[src/rtl/dp_share_arbiter.sv]
// Purpose : shares one registered select/operand datapath between two requesters.
// Latency : grant edge to rsp_valid is LATENCY+2 cycles; one operation in flight at a time.
// Backpressure: the result is held in RESP until rsp_ready; no new grant until then.
//
// Ports:
//   clk, rst               single clock, asynchronous active-high reset
//   r0_* / r1_*            requester valid/ready plus operands a, b and select s
//   dp_a, dp_b, dp_s       registered operands presented to the shared datapath
//   dp_en                  one-cycle load / clock-gate enable per operation
//   dp_x                   datapath result, valid LATENCY cycles after the dp_en cycle
//   rsp_valid/ready/id/data  result handshake with the owning requester id
//
// Build option: define ARB_FIXED_PRIO_EN for fixed priority (r0 always wins a tie);
// the default build arbitrates round-robin.

module dp_share_arbiter #(
    parameter int WIDTH   = 17,
    parameter int LATENCY = 1     // legal range 1..15
) (
    input  logic             clk,
    input  logic             rst,
    input  logic             r0_valid,
    output logic             r0_ready,
    input  logic [WIDTH-1:0] r0_a,
    input  logic [WIDTH-1:0] r0_b,
    input  logic             r0_s,
    input  logic             r1_valid,
    output logic             r1_ready,
    input  logic [WIDTH-1:0] r1_a,
    input  logic [WIDTH-1:0] r1_b,
    input  logic             r1_s,
    output logic [WIDTH-1:0] dp_a,
    output logic [WIDTH-1:0] dp_b,
    output logic             dp_s,
    output logic             dp_en,
    input  logic [WIDTH-1:0] dp_x,
    output logic             rsp_valid,
    input  logic             rsp_ready,
    output logic             rsp_id,
    output logic [WIDTH-1:0] rsp_data
);

    typedef enum logic [1:0] {IDLE, ISSUE, WAIT, RESP} state_t;

    state_t      state;
    state_t      state_nxt;
    logic [3:0]  cnt;
    logic        req_any;
    logic        winner;

    assign req_any = r0_valid | r1_valid;

`ifdef ARB_FIXED_PRIO_EN
    // r0 wins whenever it asks; r1 only when r0 is absent.
    assign winner = ~r0_valid;
`else
    logic rr_ptr;   // requester that wins the next tie

    always_comb begin
        winner = r1_valid;              // single requester wins regardless of pointer
        if (r0_valid && r1_valid)
            winner = rr_ptr;
    end

    always_ff @(posedge clk or posedge rst) begin
        if (rst)
            rr_ptr <= 1'b0;
        else if (state == IDLE && req_any)
            rr_ptr <= ~winner;
    end
`endif

    // State register
    always_ff @(posedge clk or posedge rst) begin
        if (rst)
            state <= IDLE;
        else
            state <= state_nxt;
    end

    // Next-state logic
    always_comb begin
        state_nxt = state;
        case (state)
            IDLE:    if (req_any)   state_nxt = ISSUE;
            ISSUE:                  state_nxt = WAIT;
            WAIT:    if (cnt == '0) state_nxt = RESP;
            RESP:    if (rsp_ready) state_nxt = IDLE;
            default:                state_nxt = IDLE;
        endcase
    end

    // Outputs. Ready is gated with rst so every output reads 0 while reset is held.
    always_comb begin
        r0_ready  = 1'b0;
        r1_ready  = 1'b0;
        dp_en     = 1'b0;
        rsp_valid = 1'b0;
        case (state)
            IDLE: begin
                r0_ready = ~rst & req_any & ~winner;
                r1_ready = ~rst & req_any &  winner;
            end
            ISSUE:   dp_en     = 1'b1;
            RESP:    rsp_valid = 1'b1;
            default: ;
        endcase
    end

    // Operand, id, latency counter and result registers
    always_ff @(posedge clk or posedge rst) begin
        if (rst) begin
            dp_a     <= '0;
            dp_b     <= '0;
            dp_s     <= 1'b0;
            rsp_id   <= 1'b0;
            rsp_data <= '0;
            cnt      <= '0;
        end else begin
            case (state)
                IDLE: begin
                    if (req_any) begin
                        dp_a   <= winner ? r1_a : r0_a;
                        dp_b   <= winner ? r1_b : r0_b;
                        dp_s   <= winner ? r1_s : r0_s;
                        rsp_id <= winner;
                    end
                end
                ISSUE: cnt <= 4'(LATENCY - 1);
                WAIT: begin
                    // cnt reaches 0 in the cycle dp_x becomes valid
                    if (cnt == '0)
                        rsp_data <= dp_x;
                    else
                        cnt <= cnt - 4'd1;
                end
                default: ;
            endcase
        end
    end

endmodule

[config.mk]
export PLATFORM = sky130hd
export DESIGN_NAME = dp_share_arbiter
export DESIGN_NICKNAME = d
export VERILOG_FILES = /design/src/rtl/dp_share_arbiter.sv
export SDC_FILE = /design/constraint.sdc
export NUM_CORES = 1
export LEC_CHECK = 0
export ABC_AREA = 1
export ABC_CLOCK_PERIOD_IN_PS = 1800
export CAP_MARGIN = 15
export CORE_ASPECT_RATIO = 1.2
export CORE_UTILIZATION = 24
export CTS_BUF_LIST = sky130_fd_sc_hd__clkbuf_16
export DETAILED_ROUTE_END_ITERATION = 10
export PLACE_DENSITY_LB_ADDON = 0.25
export SETUP_SLACK_MARGIN = 0.02
export SYNTH_ARGS = -nofsm -noshare
export SYNTH_HDL_FRONTEND = slang
export SYNTH_SLANG_ARGS = --single-unit
[constraint.sdc]
create_clock -name clk -period 1.8 [get_ports clk]
set_input_delay 0.18 -clock clk [delete_from_list [all_inputs] [get_ports clk]]
set_output_delay 0.18 -clock clk [all_outputs]
set_load 0.05 [all_outputs]
## Word-level counts from Yosys, hierarchy flattened

Index checks and enable logic that the tools add are counted.

- Register bits after elaboration: 60
- Input port bits: 92
- Output and inout bits: 57
- Word-level logic and storage cells: 45

- Add/subtract/negate cells: 1
- Equal/unequal tests: 7
- Muxes and demuxes: 14
- Bitwise gates (word level): 6
- Reduce and logical (&&, ||, !) cells: 9

Operators with widths:

| kind | number |
|---|---|
| 17-bit two-way mux | 2 |
| 2-bit != test (second input constant) | 4 |
| 2-bit case mux with 4 select lines | 1 |
| 4-bit case mux with 2 select lines | 1 |
| 1-bit two-way mux | 6 |
| 2-bit two-way mux | 3 |
| 2-bit AND reduction | 3 |
| 2-bit equality test (second input constant) | 2 |
| 4-bit zero test | 1 |
| 4-bit two-way mux | 1 |
| 4-bit by 1-bit subtractor with 4-bit output (second input constant) | 1 |
| 1-bit bitwise AND | 3 |
| 3-bit AND reduction | 1 |
| 2-bit by 1-bit equality test with 1-bit output (second input constant) | 1 |
| 1-bit logical AND | 2 |
| 2-bit zero test | 1 |
| 1-bit inverter | 2 |
| 2-bit nonzero test | 1 |
| 1-bit bitwise OR | 1 |

## Longest topological paths before layout

- Depth in word-level cells: 5
- Mapped depth: 7
- Depth with buffers taken out: 7

## Worst setup path after synthesis

OpenSTA, ideal clock, no wires.

- Path kind: flip-flop to output port
- From: register state[0]
- To: output r0_ready
- Arrival: 2.012 ns
- Data required time: 1.620 ns
- Slack: -0.392 ns
- Stages on the path, launching flop included: 6
- Buffers on the path: 1
- Cells stage by stage: dfrtp_1 inv_1 ha_1 o21ai_2 buf_2 nor3_1

- Cells in the longest elaborated chain, start to end: 2

RTL lines:

| element | line | source |
|---|---|---|
| from (decl) | 45 | `state_t state;` |
| from (signal assigned) | 78 | `state <= state_nxt;` |
| 2-bit zero test | 99 | `case (state)` |
| 1-bit two-way mux | 99 |  |
| to (decl) | 23 | `output logic r0_ready,` |

Every way passes these cells.

## Final worst setup path

- From: register state[1]
- To: output r0_ready

Same word-level chain as after synthesis.

==> metrics.md <==
| Metric | Value |
|---|---|
| Largest net degree at the start of global routing | 37 |
| Bufs on Longest Clock Path | 2 |
| Number of placed I/O pins | between 100 and 150 |
| Pint | 4.99 mW |
| GR Overflow Total | 0 |
| ANT cells | 0 |
| Netlist area before placement | 2910 sq um |
| Post-route minimum period | 1.73 ns |
| Fraction of layout instances using a drive strength above 1 | 17.8% |
| Sum of met2 wire segment lengths after detailed routing | 4060 microns |
| Setup crit end kind | output port |
| Crit-path cells | inv_2, ha_4, o21ai_4, buf_6, nor3_4, buf_12 |
| Number of nets at the end of the flow | 576 |
| Inserted Clock Buffers | 9 |
| Distinct cell type count after synthesis | 26 |
| Share of synthesized flip-flops with an asynchronous set or reset | 100% |
| Die Wd | 102 microns |
| Net count of the mapped netlist | 419 |
| Unrepaired setup endpoints after global routing | true |
| Part of the Yosys area used for sequential elements | 51.7% |
| Pwr/cell area | 2000 nW/um^2 |
| Top routing layer in use | met4 |
| CP top delay family | flip-flops |
| Worst slew slack as a fraction of its limit | 54.6% |
| Number of iterations in the first detailed-routing pass | 4 |
| Quantity of I/O buffers inserted on ports | 148 |
| Number of clock sinks | 60 |
| Post-synthesis sequential element count | 60 |
| Cell leakage power | around 2.1 nW |
| Reported net switching power | 4.77 mW |
| Via count of the first global-routing pass | 2642 |
| ANT nets after route | 0 |
| Proportion of power drawn by the clock network | about 15% |
| Routed length on met3 | 774 microns |
| CTS root buf | sky130_fd_sc_hd__clkbuf_16 |
| Clock H-tree levels | 3 |
| Filler instances | 1187 |
| Count of final setup violators | 0 |
| F_max | 579 MHz |
| Worst clock skew on the final layout | 0.00561 ns |
| Worst path required time | 1.62 ns |
| Measured slew at the worst slew-check pin | ~0.68 ns |
| WP data arrival | ~1.6 ns |
| Area of the die | between 10000 and 15000 sq um |
| Core area | 11700 sq um |
| Wire length per cell after detailed routing | 12.8 microns |
| Routed via count | approximately 2700 |
| CTS tree | built |
| Detailed-route DRC error count | 0 |
| Number of instances in the synthesized netlist | 322 |
| Max-Cap Viols | 0 |
| Buf/Inv on CP | 3 |
| Initial drt markers | 82 |
| EDFF count, synth | 0 |
| Reg2reg setup slack | 0.26 ns |
| Yosys warning total | 0 |
| Slowest stage delay, CP | 0.39 ns |
| GRT Resource Usage Total | between 10 and 15% |
| Clock input transition at the sequential cells of the worst setup and hold paths | about 0.05 ns |
| Type of the setup path with the least slack | reg -> out |
| Top fanout value on the critical path | 6 |
| Portion of total power attributed to combinational logic | 60.6% |
| Status | finished, final reports clean |
| DP Wirelength | 5940 microns |
| Post-synth top flop | sky130_fd_sc_hd__dfrtp_1 |
| Master of the slowest instance on the critical path | sky130_fd_sc_hd__dfrtp_1 |
| Register share of total power | 24.5% |
| Clock insertion delay at the later pin of the skew report | 0.32 ns |
| Sum of routed wire segments on met1 | 3180 microns |
| Placed cells | 621 |
| Hold Fails Final Rpt | 0 |
| Starting Density | between 20% and 30% |
| Switching Share | between 40% and 50% |
| Syn Area/Cell | 9.03 sq um |
| Summed negative setup slack over all endpoints | 0 ns |
| Number of rows created at floorplan | 43 |
| Number of cells in the finished layout apart from fillers | 639 |
| Kind of start point of the critical path | flop |
| Worst hold path type | in -> async |
| DIE HEIGHT | approximately 120 microns |
| Detailed-route vias per instance | 4.25 |
| Worst supply voltage drop on vdd | 0.859 mV |
| Final estimated routing congestion in global placement | 0.711 |
| Area growth, synth to finish | 67.8% |
| Detailed Route WL | 8180 microns |
| Number of antenna violations at the first check in global routing | 0 |
| Final number of max-transition violations | 0 |
| Wire length of the first global-routing pass | 12700 microns |
| Final worst-path cycle share | 96.0% |
## repair_timing
| item | CTS | global route |
|---|---|---|
| resized for setup | 5 | 1 |
| pin swaps | 1 | 2 |
| endpoints found under the setup margin | 2 | 2 |
| hold endpoints to repair | 0 | 0 |
| buffers inserted | 2 | 2 |
| hold buffers | 0 | 0 |
## stage by stage
stage                     hold WS, ns  power, mW  utilization [%]  area (sq um)  worst slack, ns
after floorplan                 0.313       6.38                -          2920           0.0308
after global placement          0.474       8.20             39.2          4580            0.145
after detailed placement        0.476       8.28             39.2          4580           0.0804
after CTS                       0.390       9.86             41.6          4860           0.0540
after global routing            0.411       10.4             41.8          4880           0.0165
final                           0.393       9.76             41.8          4880           0.0718
## state kept, by name, indices dropped and copies added, names as in the netlist
register and count:
dp_s 1, dp_a 17, rsp_data 17, cnt 4, dp_b 17, rsp_id 1
rr_ptr 1, state 2
## layout by cell type, fill, tap and decap left out, drive strengths merged, types with 5 or more instances in the layout
| cell | Yosys | layout |
|---|---|---|
| inv | 27 | 28 |
| clkdlybuf4s50 | 0 | 141 |
| a21oi | 70 | 70 |
| clkbuf | 1 | 9 |
| dfrtp | 60 | 60 |
| o21ai | 22 | 22 |
| nor2 | 38 | 38 |
| buf | 15 | 21 |
| ha | 5 | 5 |
| nand2 | 71 | 71 |
## path summary, 6_finish.rpt
check,cells past startpoint,start,end
min in group clk,3,dp_x[9],rsp_data[9]
setup reg to reg,6,state[1],dp_a[10]
max in group asynchronous,3,rst,rsp_data[5]
setup / recovery,6,state[1],r0_ready
hold reg to reg,2,rsp_data[12],rsp_data[12]
hold / removal,3,rst,dp_a[5]
## cell families after synthesis
kind of cell,share of synthesized area (%)
AND/OR/NAND/NOR,16.4
AO/OA/AOI/OAI,21.8
flip-flops,51.7
buffers and inverters,7.75
adder cells (fa/ha/maj),2.15
XOR/XNOR,0.301
## tightest hold or removal path: stages
cell	delay (ns)
sky130_fd_sc_hd__clkdlybuf4s50_1	0.51
sky130_fd_sc_hd__inv_2	0.10
sky130_fd_sc_hd__buf_4	0.33
## cell type report
type | instances | area [sq um] | area share [%]
Clock buffer | 9 | 225 | 4.62
Sequential cell | 60 | 1500 | 30.8
Tap cell | 157 | 196 | 4.03
Multi-Input combinational cell | 219 | 1220 | 24.9
Timing Repair Buffer | 162 | 1610 | 33.0
Clock inverter | 5 | 22.5 | 0.462
Inverter | 27 | 104 | 2.13
## per-layer routing
metal / GRT usage (%) / up-vias
li1: - / 1359
met1: 14.5 / 1232
met2: 22.9 / 110
met3: 5.18 / 12
met4: 7.23 / 0
met5: 0 / -
## power by group through the flow
| stage | logic, mW | registers, mW | clock network (mW) |
|---|---|---|---|
| detailed placement | 5.85 | 2.42 | 0 |
| global placement | 5.79 | 2.41 | 0 |
| CTS | 5.95 | 2.40 | 1.50 |
| global route | 6.35 | 2.48 | 1.57 |
| finish | 5.92 | 2.39 | 1.45 |
| floorplan | 1.93 | 4.45 | 0 |
## synth_stat cells (2+ instances only)
| cell type | number | area [sq um] |
|---|---|---|
| sky130_fd_sc_hd__nand2_1 | 70 | 263 |
| sky130_fd_sc_hd__buf_8 | 2 | 30.0 |
| sky130_fd_sc_hd__nor2_1 | 38 | 143 |
| sky130_fd_sc_hd__a21oi_2 | 40 | 350 |
| sky130_fd_sc_hd__nand4_1 | 2 | 12.5 |
| sky130_fd_sc_hd__o21ai_0 | 10 | 50.1 |
| sky130_fd_sc_hd__nand3_1 | 3 | 15.0 |
| sky130_fd_sc_hd__o21ai_2 | 2 | 17.5 |
| sky130_fd_sc_hd__inv_1 | 25 | 93.8 |
| sky130_fd_sc_hd__ha_1 | 5 | 62.6 |
| sky130_fd_sc_hd__dfrtp_1 | 60 | 1500 |
| sky130_fd_sc_hd__buf_2 | 7 | 35.0 |
| sky130_fd_sc_hd__o21ai_1 | 10 | 50.1 |
| sky130_fd_sc_hd__nor3_1 | 3 | 15.0 |
| sky130_fd_sc_hd__a21oi_1 | 30 | 150 |
| sky130_fd_sc_hd__buf_4 | 5 | 37.5 |
Note: power is estimated with default switching activity, not from simulation.
